File: src/rtl/y86_pkg.sv
// Shared Y86-64 constants: instruction codes, special register IDs and the
// writeback sequencer state encoding.
package y86_pkg;

    localparam logic [3:0] ICODE_HALT   = 4'h0;
    localparam logic [3:0] ICODE_NOP    = 4'h1;
    localparam logic [3:0] ICODE_RRMOVQ = 4'h2;
    localparam logic [3:0] ICODE_IRMOVQ = 4'h3;
    localparam logic [3:0] ICODE_RMMOVQ = 4'h4;
    localparam logic [3:0] ICODE_MRMOVQ = 4'h5;
    localparam logic [3:0] ICODE_OPQ    = 4'h6;
    localparam logic [3:0] ICODE_JXX    = 4'h7;
    localparam logic [3:0] ICODE_CALL   = 4'h8;
    localparam logic [3:0] ICODE_RET    = 4'h9;
    localparam logic [3:0] ICODE_PUSHQ  = 4'hA;
    localparam logic [3:0] ICODE_POPQ   = 4'hB;

    localparam logic [3:0] RRSP  = 4'h4;
    localparam logic [3:0] RNONE = 4'hF;

    typedef logic [1:0] wb_state_t;
    localparam wb_state_t WB_RUN    = 2'd0;
    localparam wb_state_t WB_SECOND = 2'd1;
    localparam wb_state_t WB_HALTED = 2'd2;

endpackage

File: src/rtl/wb_write_sequencer.sv
// Writeback controller: serialises the E and M writes of one instruction onto
// a single register-file port, parks the pipeline on HALT and counts retirements.
module wb_write_sequencer
    import y86_pkg::*;
#(
    parameter int CNT_W = 64
) (
    input  logic             clk,
    input  logic             reset,
    input  logic [3:0]       W_icode,
    input  logic [3:0]       W_dstE,
    input  logic [63:0]      W_valE,
    input  logic [3:0]       W_dstM,
    input  logic [63:0]      W_valM,
    output logic             rf_we,
    output logic [3:0]       rf_waddr,
    output logic [63:0]      rf_wdata,
    output logic             W_stall,
    output logic             pipe_stall,
    output logic             halted,
    output logic [CNT_W-1:0] retired_cnt,
    output logic [1:0]       dbg_state
);

    wb_state_t        state_q, state_d;
    logic             halted_q, halted_d;
    logic [CNT_W-1:0] cnt_q, cnt_d;

    logic        has_e, has_m;
    logic        we_c, stall_c, leave_c, retire_c;
    logic [3:0]  waddr_c;
    logic [63:0] wdata_c;

    assign has_e = (W_dstE != RNONE);
    assign has_m = (W_dstM != RNONE);

    always_comb begin
        state_d  = state_q;
        halted_d = halted_q;
        we_c     = 1'b0;
        waddr_c  = 4'h0;
        wdata_c  = 64'h0;
        stall_c  = 1'b0;
        leave_c  = 1'b0;
        case (state_q)
            WB_RUN: begin
                if (W_icode == ICODE_HALT) begin
                    stall_c  = 1'b1;
                    state_d  = WB_HALTED;
                    halted_d = 1'b1;
                end else if (has_e && has_m && (W_dstE != W_dstM)) begin
                    we_c    = 1'b1;
                    waddr_c = W_dstE;
                    wdata_c = W_valE;
                    stall_c = 1'b1;
                    state_d = WB_SECOND;
                end else if (has_m) begin
                    // Also covers dstE == dstM (popq %rsp): the loaded value wins.
                    we_c    = 1'b1;
                    waddr_c = W_dstM;
                    wdata_c = W_valM;
                    leave_c = 1'b1;
                end else if (has_e) begin
                    we_c    = 1'b1;
                    waddr_c = W_dstE;
                    wdata_c = W_valE;
                    leave_c = 1'b1;
                end else begin
                    leave_c = 1'b1;
                end
            end
            WB_SECOND: begin
                we_c    = 1'b1;
                waddr_c = W_dstM;
                wdata_c = W_valM;
                leave_c = 1'b1;
                state_d = WB_RUN;
            end
            WB_HALTED: begin
                stall_c = 1'b1;
            end
            default: begin
                state_d = WB_RUN;
            end
        endcase
    end

    assign retire_c = leave_c && (W_icode != ICODE_NOP) && (W_icode != ICODE_HALT);
    assign cnt_d    = retire_c ? cnt_q + CNT_W'(1) : cnt_q;

    always_ff @(posedge clk or posedge reset) begin
        if (reset) begin
            state_q  <= WB_RUN;
            halted_q <= 1'b0;
            cnt_q    <= '0;
        end else begin
            state_q  <= state_d;
            halted_q <= halted_d;
            cnt_q    <= cnt_d;
        end
    end

    // Reset masks the combinational outputs so a pending M write cannot leak out.
    assign rf_we       = we_c & ~reset;
    assign rf_waddr    = rf_we ? waddr_c : 4'h0;
    assign rf_wdata    = rf_we ? wdata_c : 64'h0;
    assign W_stall     = stall_c & ~reset;
    assign pipe_stall  = W_stall;
    assign halted      = halted_q;
    assign retired_cnt = cnt_q;
    assign dbg_state   = state_q;

endmodule

File: config.mk
export PLATFORM = sky130hd
export DESIGN_NAME = wb_write_sequencer
export DESIGN_NICKNAME = d
export VERILOG_FILES = /design/src/rtl/y86_pkg.sv /design/src/rtl/wb_write_sequencer.sv
export SDC_FILE = /design/constraint.sdc
export NUM_CORES = 1
export LEC_CHECK = 0
export CAP_MARGIN = 0
export CORE_UTILIZATION = 30
export CTS_BUF_LIST = sky130_fd_sc_hd__clkbuf_4 sky130_fd_sc_hd__clkbuf_8
export DETAILED_ROUTE_END_ITERATION = 8
export PLACE_DENSITY_LB_ADDON = 0.15
export RECOVER_POWER = 100
export REMOVE_ABC_BUFFERS = 1
export SYNTH_ARGS = -nofsm -noshare
export SYNTH_HDL_FRONTEND = slang
export SYNTH_SLANG_ARGS = --single-unit
File: constraint.sdc
create_clock -name clk -period 6.81 [get_ports clk]
set_input_delay 1.7025 -clock clk [delete_from_list [all_inputs] [get_ports clk]]
set_output_delay 1.7025 -clock clk [all_outputs]
set_load 0.01 [all_outputs]
## Word level (Yosys, flattened, before mapping)

Cells that the tools add are included.

| word-level totals | value |
|---|---|
| input bits | 142 |
| output and inout bits | 138 |
| flip-flop bits (word level) | 67 |

| cells by class | value |
|---|---|
| eq/ne operators | 7 |
| reduce and logical (&&, ||, !) cells | 9 |
| multiplexer cells | 26 |
| $add $sub $neg | 1 |
| bitwise gates (word level) | 4 |

Operator list:

| cell | count |
|---|---|
| 2-to-1 mux 64 bit | 5 |
| one-hot mux 64 bit (2 select lines) | 1 |
| adder 64 x 1 -> 64 bit, second input constant | 1 |
| 2-to-1 mux 4 bit | 5 |
| 2-to-1 mux 1 bit | 8 |
| inequality test 4 bit, second input constant | 2 |
| one-hot mux 4 bit (2 select lines) | 1 |
| one-hot mux 1 bit (2 select lines) | 3 |
| logical AND 1 bit | 4 |
| zero test 4 bit | 1 |
| 2-to-1 mux 2 bit | 2 |
| inequality test 4 x 1 -> 1 bit, second input constant | 1 |
| inequality test 4 bit | 1 |
| one-hot mux 2 bit (2 select lines) | 1 |
| AND reduction 2 bit | 2 |
| nonzero test 4 bit | 1 |
| inequality test 3 bit, second input constant | 1 |
| bitwise AND 1 bit | 2 |
| == test 2 x 1 -> 1 bit, second input constant | 1 |
| == test 2 bit, second input constant | 1 |
| zero test 2 bit | 1 |
| NOT 1 bit | 2 |

## Longest topological paths before layout

| depth | value |
|---|---|
| word-level depth | 8 |
| gate-level depth with buffers | 7 |
| depth with buffers taken out | 6 |

## Least setup slack after synthesis

OpenSTA, ideal clock, no wires.

| path | value |
|---|---|
| path kind | input to output |
| from | in W_dstE[2] |
| to | out rf_wdata[10] |
| stages | 6 |
| buffers on the path | 1 |
| slack | 1.515 ns |
| arrival time | 3.592 ns |
| required time | 5.108 ns |
| cells stage by stage | xor2_1 -> o41ai_2 -> a21oi_1 -> nor3_1 -> clkbuf_1 -> a22o_1 |

| between the ends | value |
|---|---|
| longest elaborated chain between the ends | 8 |
| elaborated cells between the ends (all ways) | 16 |
| classes of those cells | eq/ne: 2; mux: 11; bitwise: 1; reduce/logical: 2 |

RTL lines:

| element | line | source |
|---|---|---|
| start: declaration | wb_write_sequencer.sv:11 | `input logic [3:0] W_dstE,` |
| inequality test 4 bit | wb_write_sequencer.sv:34 | `assign has_e = (W_dstE != RNONE);` |
| 2-to-1 mux 1 bit / logical AND 1 bit (equally long branches) | wb_write_sequencer.sv:63, wb_write_sequencer.sv:51 |  |
| 2-to-1 mux 1 bit / logical AND 1 bit (equally long branches) | wb_write_sequencer.sv:57, wb_write_sequencer.sv:51 |  |
| 2-to-1 mux 1 bit | wb_write_sequencer.sv:51 | `end else if (has_e && has_m && (W_dstE != W_dstM)) begin` |
| 2-to-1 mux 1 bit | wb_write_sequencer.sv:47 | `if (W_icode == ICODE_HALT) begin` |
| one-hot mux 1 bit (2 select lines) | wb_write_sequencer.sv:45 | `case (state_q)` |
| bitwise AND 1 bit | wb_write_sequencer.sv:104 | `assign rf_we = we_c & ~reset;` |
| 2-to-1 mux 64 bit * | wb_write_sequencer.sv:106 | `assign rf_wdata = rf_we ? wdata_c : 64'h0;` |
| end: declaration | wb_write_sequencer.sv:17 | `output logic [63:0] rf_wdata,` |

Mark *: on every way between the ends. The rest lies on a longest branch, timed or not.

## Worst setup path in the final report

| path | value |
|---|---|
| from | in W_icode[1] |
| to | out rf_wdata[49] |

| between the ends | value |
|---|---|
| longest elaborated chain between the ends | 5 |
| elaborated cells between the ends (all ways) | 7 |
| classes of those cells | mux: 5; bitwise: 1; reduce/logical: 1 |

RTL lines:

| element | line | source |
|---|---|---|
| start: declaration | wb_write_sequencer.sv:10 | `input logic [3:0] W_icode,` |
| zero test 4 bit * | wb_write_sequencer.sv:47 |  |
| 2-to-1 mux 1 bit | wb_write_sequencer.sv:47 |  |
| one-hot mux 1 bit (2 select lines) | wb_write_sequencer.sv:45 |  |
| bitwise AND 1 bit | wb_write_sequencer.sv:104 |  |
| 2-to-1 mux 64 bit * | wb_write_sequencer.sv:106 |  |

Marks and branches as above.

==> summary.md <==
| Metric | Value |
|---|---|
| Area of the die | `roughly 14,000 um2` |
| Final ANT Viol Nets | `0` |
| Slew Limit Fails | `68` |
| Synth Area in Compound Gates | `approximately 18%` |
| Multiplexer share of the synthesized area | `less than 1%` |
| RSZ-0062 raised after global routing | `false` |
| Num CTS Buffers | `9` |
| Most frequent CP cell | `dlygate4sd3_1` |
| Drt drc | `0` |
| Core ar. | `~13,000 um2` |
| Fin. Hold Viols | `0` |
| IO buf count | `around 280` |
| Worst setup margin | `0.3312 ns` |
| Outcome | `finished, violations left` |
| Violated checks | `max-capacitance violations, max-slew violations` |
| Final setup fails | `0` |
| H-tree depth | `3` |
| Via total after detailed routing | `roughly 4,400` |
| DP Wirelength | `15,540 um` |
| Worst vdd ir | `between 0.0001 and 0.00015 V` |
| Adder-Cell Fraction of Synth Area | `0.3194%` |
| PostCTS Resize Cnt | `0` |
| Clock latency on the worst-skew pair | `0.34 ns` |
| Met3 Use GR | `10.79%` |
| DRT iter0 DRCs | `~270` |
| Max Root-Sink Buffers | `2` |
| Nets | `between 800 and 900` |
| Cell area after synthesis | `approximately 4000 um2` |
| Core Rows | `roughly 40` |
| Reg clk slew, reported paths | `~0.07 ns` |
| Final hold slack | `slightly below 0.5 ns` |
| Post-CTS Hold Buffers | `0` |
| Post-route setup TNS | `0 ns` |
| Gr ovfl total | `0` |
| Setup repair bufs after CTS | `0` |
| Starting density of the core | `30.92%` |
| Worst-path cell with the longest stage delay | `dlygate4sd3_1` |
| Area delta synth->final | `81.19%` |
| GRT Total Usage | `between 20 and 30%` |
| GRT Max-Usage Layer | `met2` |
| Mapped Cells | `395` |
| Avg WL per Cell | `roughly 22 um` |
| TritonRoute pass-1 iters | `4` |
| M2 GR Usage | `about 43%` |
| Worst Setup End Kind | `output pin` |
| CP Max Fanout | `64` |
| Period utilization | `between 90 and 100%` |
| Max Fclk | `0.1544 GHz` |
| WP data arrival | `4.78 ns` |
| Clk_skew | `just over 0.006 ns` |
| Fraction of layout cells with a size suffix above 1 | `under 10%` |
| Crit Path Category | `in2out` |
| CTS root buffer | `clkbuf_8` |
| Largest family of logic cells by synthesized area | `simple AND/OR/NAND/NOR gates` |
| Worst path max stage delay | `around 0.65 ns` |
| Final worst path period need | `approximately 6.5 ns` |
| Critical path, cell by cell | `dlygate4sd3_1, nor4_1, clkbuf_1, nor3_1, nor2b_1, nor3b_1, buf_12, a22o_1, dlygate4sd3_1` |
| Pwr/cell area | `~220 nW/um2` |
| Slew @ Worst Pin | `around 3.6 ns` |
| Yosys warns | `0` |
| Type of origin of the critical path | `primary input` |
| Hold crit path type | `reg2reg` |
| Io pins | `280` |
| Initial antenna violation count | `5` |
| Met1 Track Usage GR | `33.07%` |
| CTS tree | `built` |
| GPL Wtd Cong | `slightly below 1` |
| Simple-gate area share of the yosys netlist | `20.66%` |
| CP required | `~5.1 ns` |
| First-pass GRT wire length | `approximately 26,000 um` |
| Number of global-route vias before repair | `about 4,300` |
| Flops & latches, synth | `between 60 and 70` |
| Fillcell total | `1,174` |
| Largest net degree at the start of global routing | `68` |
| Post-synthesis xor/xnor area fraction | `between 10 and 15%` |
| Clk sinks | `67` |
| Post-synthesis sequential area ratio | `a little over two fifths` |
| Unique masters post-synth | `40` |
| Final WL | `about 19,000 um` |
| Worst slew margin | `-141.3%` |
| Max Cap Viol | `1` |
| Syn avg cell area | `approximately 9.9 um2` |
| Pleak | `3.151 nW` |
| Dpl ws | `~0.48 ns` |
| Vias per cell | `between 5 and 6` |
| Die H | `around 120 um` |
| Die Span X | `116.3 um` |
synthesized netlist by cell type:
master	number	area, um2
dfrtp_1	67	1677
a22o_1	64	560.5
xnor2_1	47	411.6
nand3_1	29	145.1
nor2_1	27	101.4
nand2_1	21	78.83
nand4_1	21	131.4
xor2_1	20	175.2
clkbuf_1	16	60.06
nor3_1	13	65.06
inv_1	8	30.03
and3_1	6	37.54
a21oi_1	5	25.02
and4_1	5	43.79
nor4_1	5	31.28
o21ai_0	5	25.02
a22oi_1	4	30.03
nor3_2	4	40.04
nor2b_1	3	18.77
a21boi_1	2	15.01
nor3b_1	2	15.01
or2_2	2	12.51
or4_4	2	22.52
a21o_1	1	7.510
and4_2	1	10.01
buf_4	1	7.510
buf_6	1	11.26
ha_1	1	12.51
mux2_2	1	11.26
nand2b_1	1	6.260
nand4_2	1	12.51
nor4_2	1	12.51
o21a_1	1	7.510
o21ai_1	1	5.000
o21ai_2	1	8.760
o41a_1	1	11.26
o41ai_2	1	16.27
or3_1	1	6.260
or3_4	1	11.26
or4_1	1	7.510
metrics by stage:
stage / cell area [um2] / total power [mW] / util, % / std cells
after global routing: 7093 / 1.618 / 55.98 / 849
after CTS: 7127 / 1.616 / 56.25 / 848
after detailed placement: 6927 / 1.271 / 54.67 / 834
after global placement: 6927 / 1.263 / 54.67 / 834
final: 7098 / 1.543 / 56.02 / 851
after floorplan: 3839 / 0.7904 / - / 377
kinds of logic (layout without fill, tap and decap cells):
logic type	count (synthesis)	after routing
adder cells (fa/ha/maj)	1	1
multiplexers	1	1
AND/OR/NAND/NOR	147	147
other	0	3
flip-flops	67	67
AO/OA/AOI/OAI	86	86
XOR/XNOR	67	67
buffers and inverters	26	307
power breakdown:
part,switching (mW),internal (mW)
Combinational,0.355,0.370
Clock,0.147,0.195
Sequential,0.0484,0.428
layout by cell type (no fill, tap or decap), drive strengths merged, types with 4 or more instances in the layout:
master and count:
a21oi 5, a22o 64, a22oi 4, and3 6, and4 6, clkbuf 15, clkdlybuf4s50 141, dfrtp 67
dlygate4sd3 138, inv 7, nand2 21, nand3 29, nand4 22, nor2 27, nor3 17, nor4 6
o21ai 7, xnor2 47, xor2 20
worst paths after layout:
check | startpoint | endpoint | slack (ns) | depth (start not counted)
worst max-delay path | W_icode[1] | rf_wdata[49] | 0.33 | 9
worst min-delay path | halted | halted | 0.48 | 1
worst max register to register | retired_cnt[3] | retired_cnt[43] | 3.70 | 6
worst min register to register | halted | halted | 0.48 | 1
max in group asynchronous | reset | retired_cnt[30] | 1.45 | 3
min in group asynchronous | reset | retired_cnt[54] | 3.34 | 3
cell type report:
cell class                      instances  area, um2  share of cell area [%]
Sequential cell                        67       1677                   23.62
Antenna cell                            3      7.507                  0.1058
Timing Repair Buffer                  285       2851                   40.17
Inverter                                8      30.03                  0.4231
Tap cell                              172      215.2                   3.032
Multi-Input combinational cell        302       2117                   29.83
Clock inverter                          2      35.03                  0.4936
Clock buffer                           12      165.2                   2.327
registers in the layout, indices dropped and copies added (netlist names):
| register | flops |
|---|---|
| dbg_state | 2 |
| halted | 1 |
| retired_cnt | 64 |
per-layer routing:
| metal | vias to the layer above | wire length [um] |
|---|---|---|
| met5 | - | 31 |
| met4 | 4 | 754 |
| met3 | 38 | 1710 |
| met2 | 181 | 8928 |
| met1 | 2132 | 7218 |
| li1 | 2023 | - |
worst max-delay path: cells and delay by family:
kind / cells / cell delay (ns)
and+or+nand+nor: 4 / 1.07
AOI/OAI and AO/OA: 1 / 0.32
buffers and inverters: 4 / 1.67
Power figures use the tool's default switching activity.
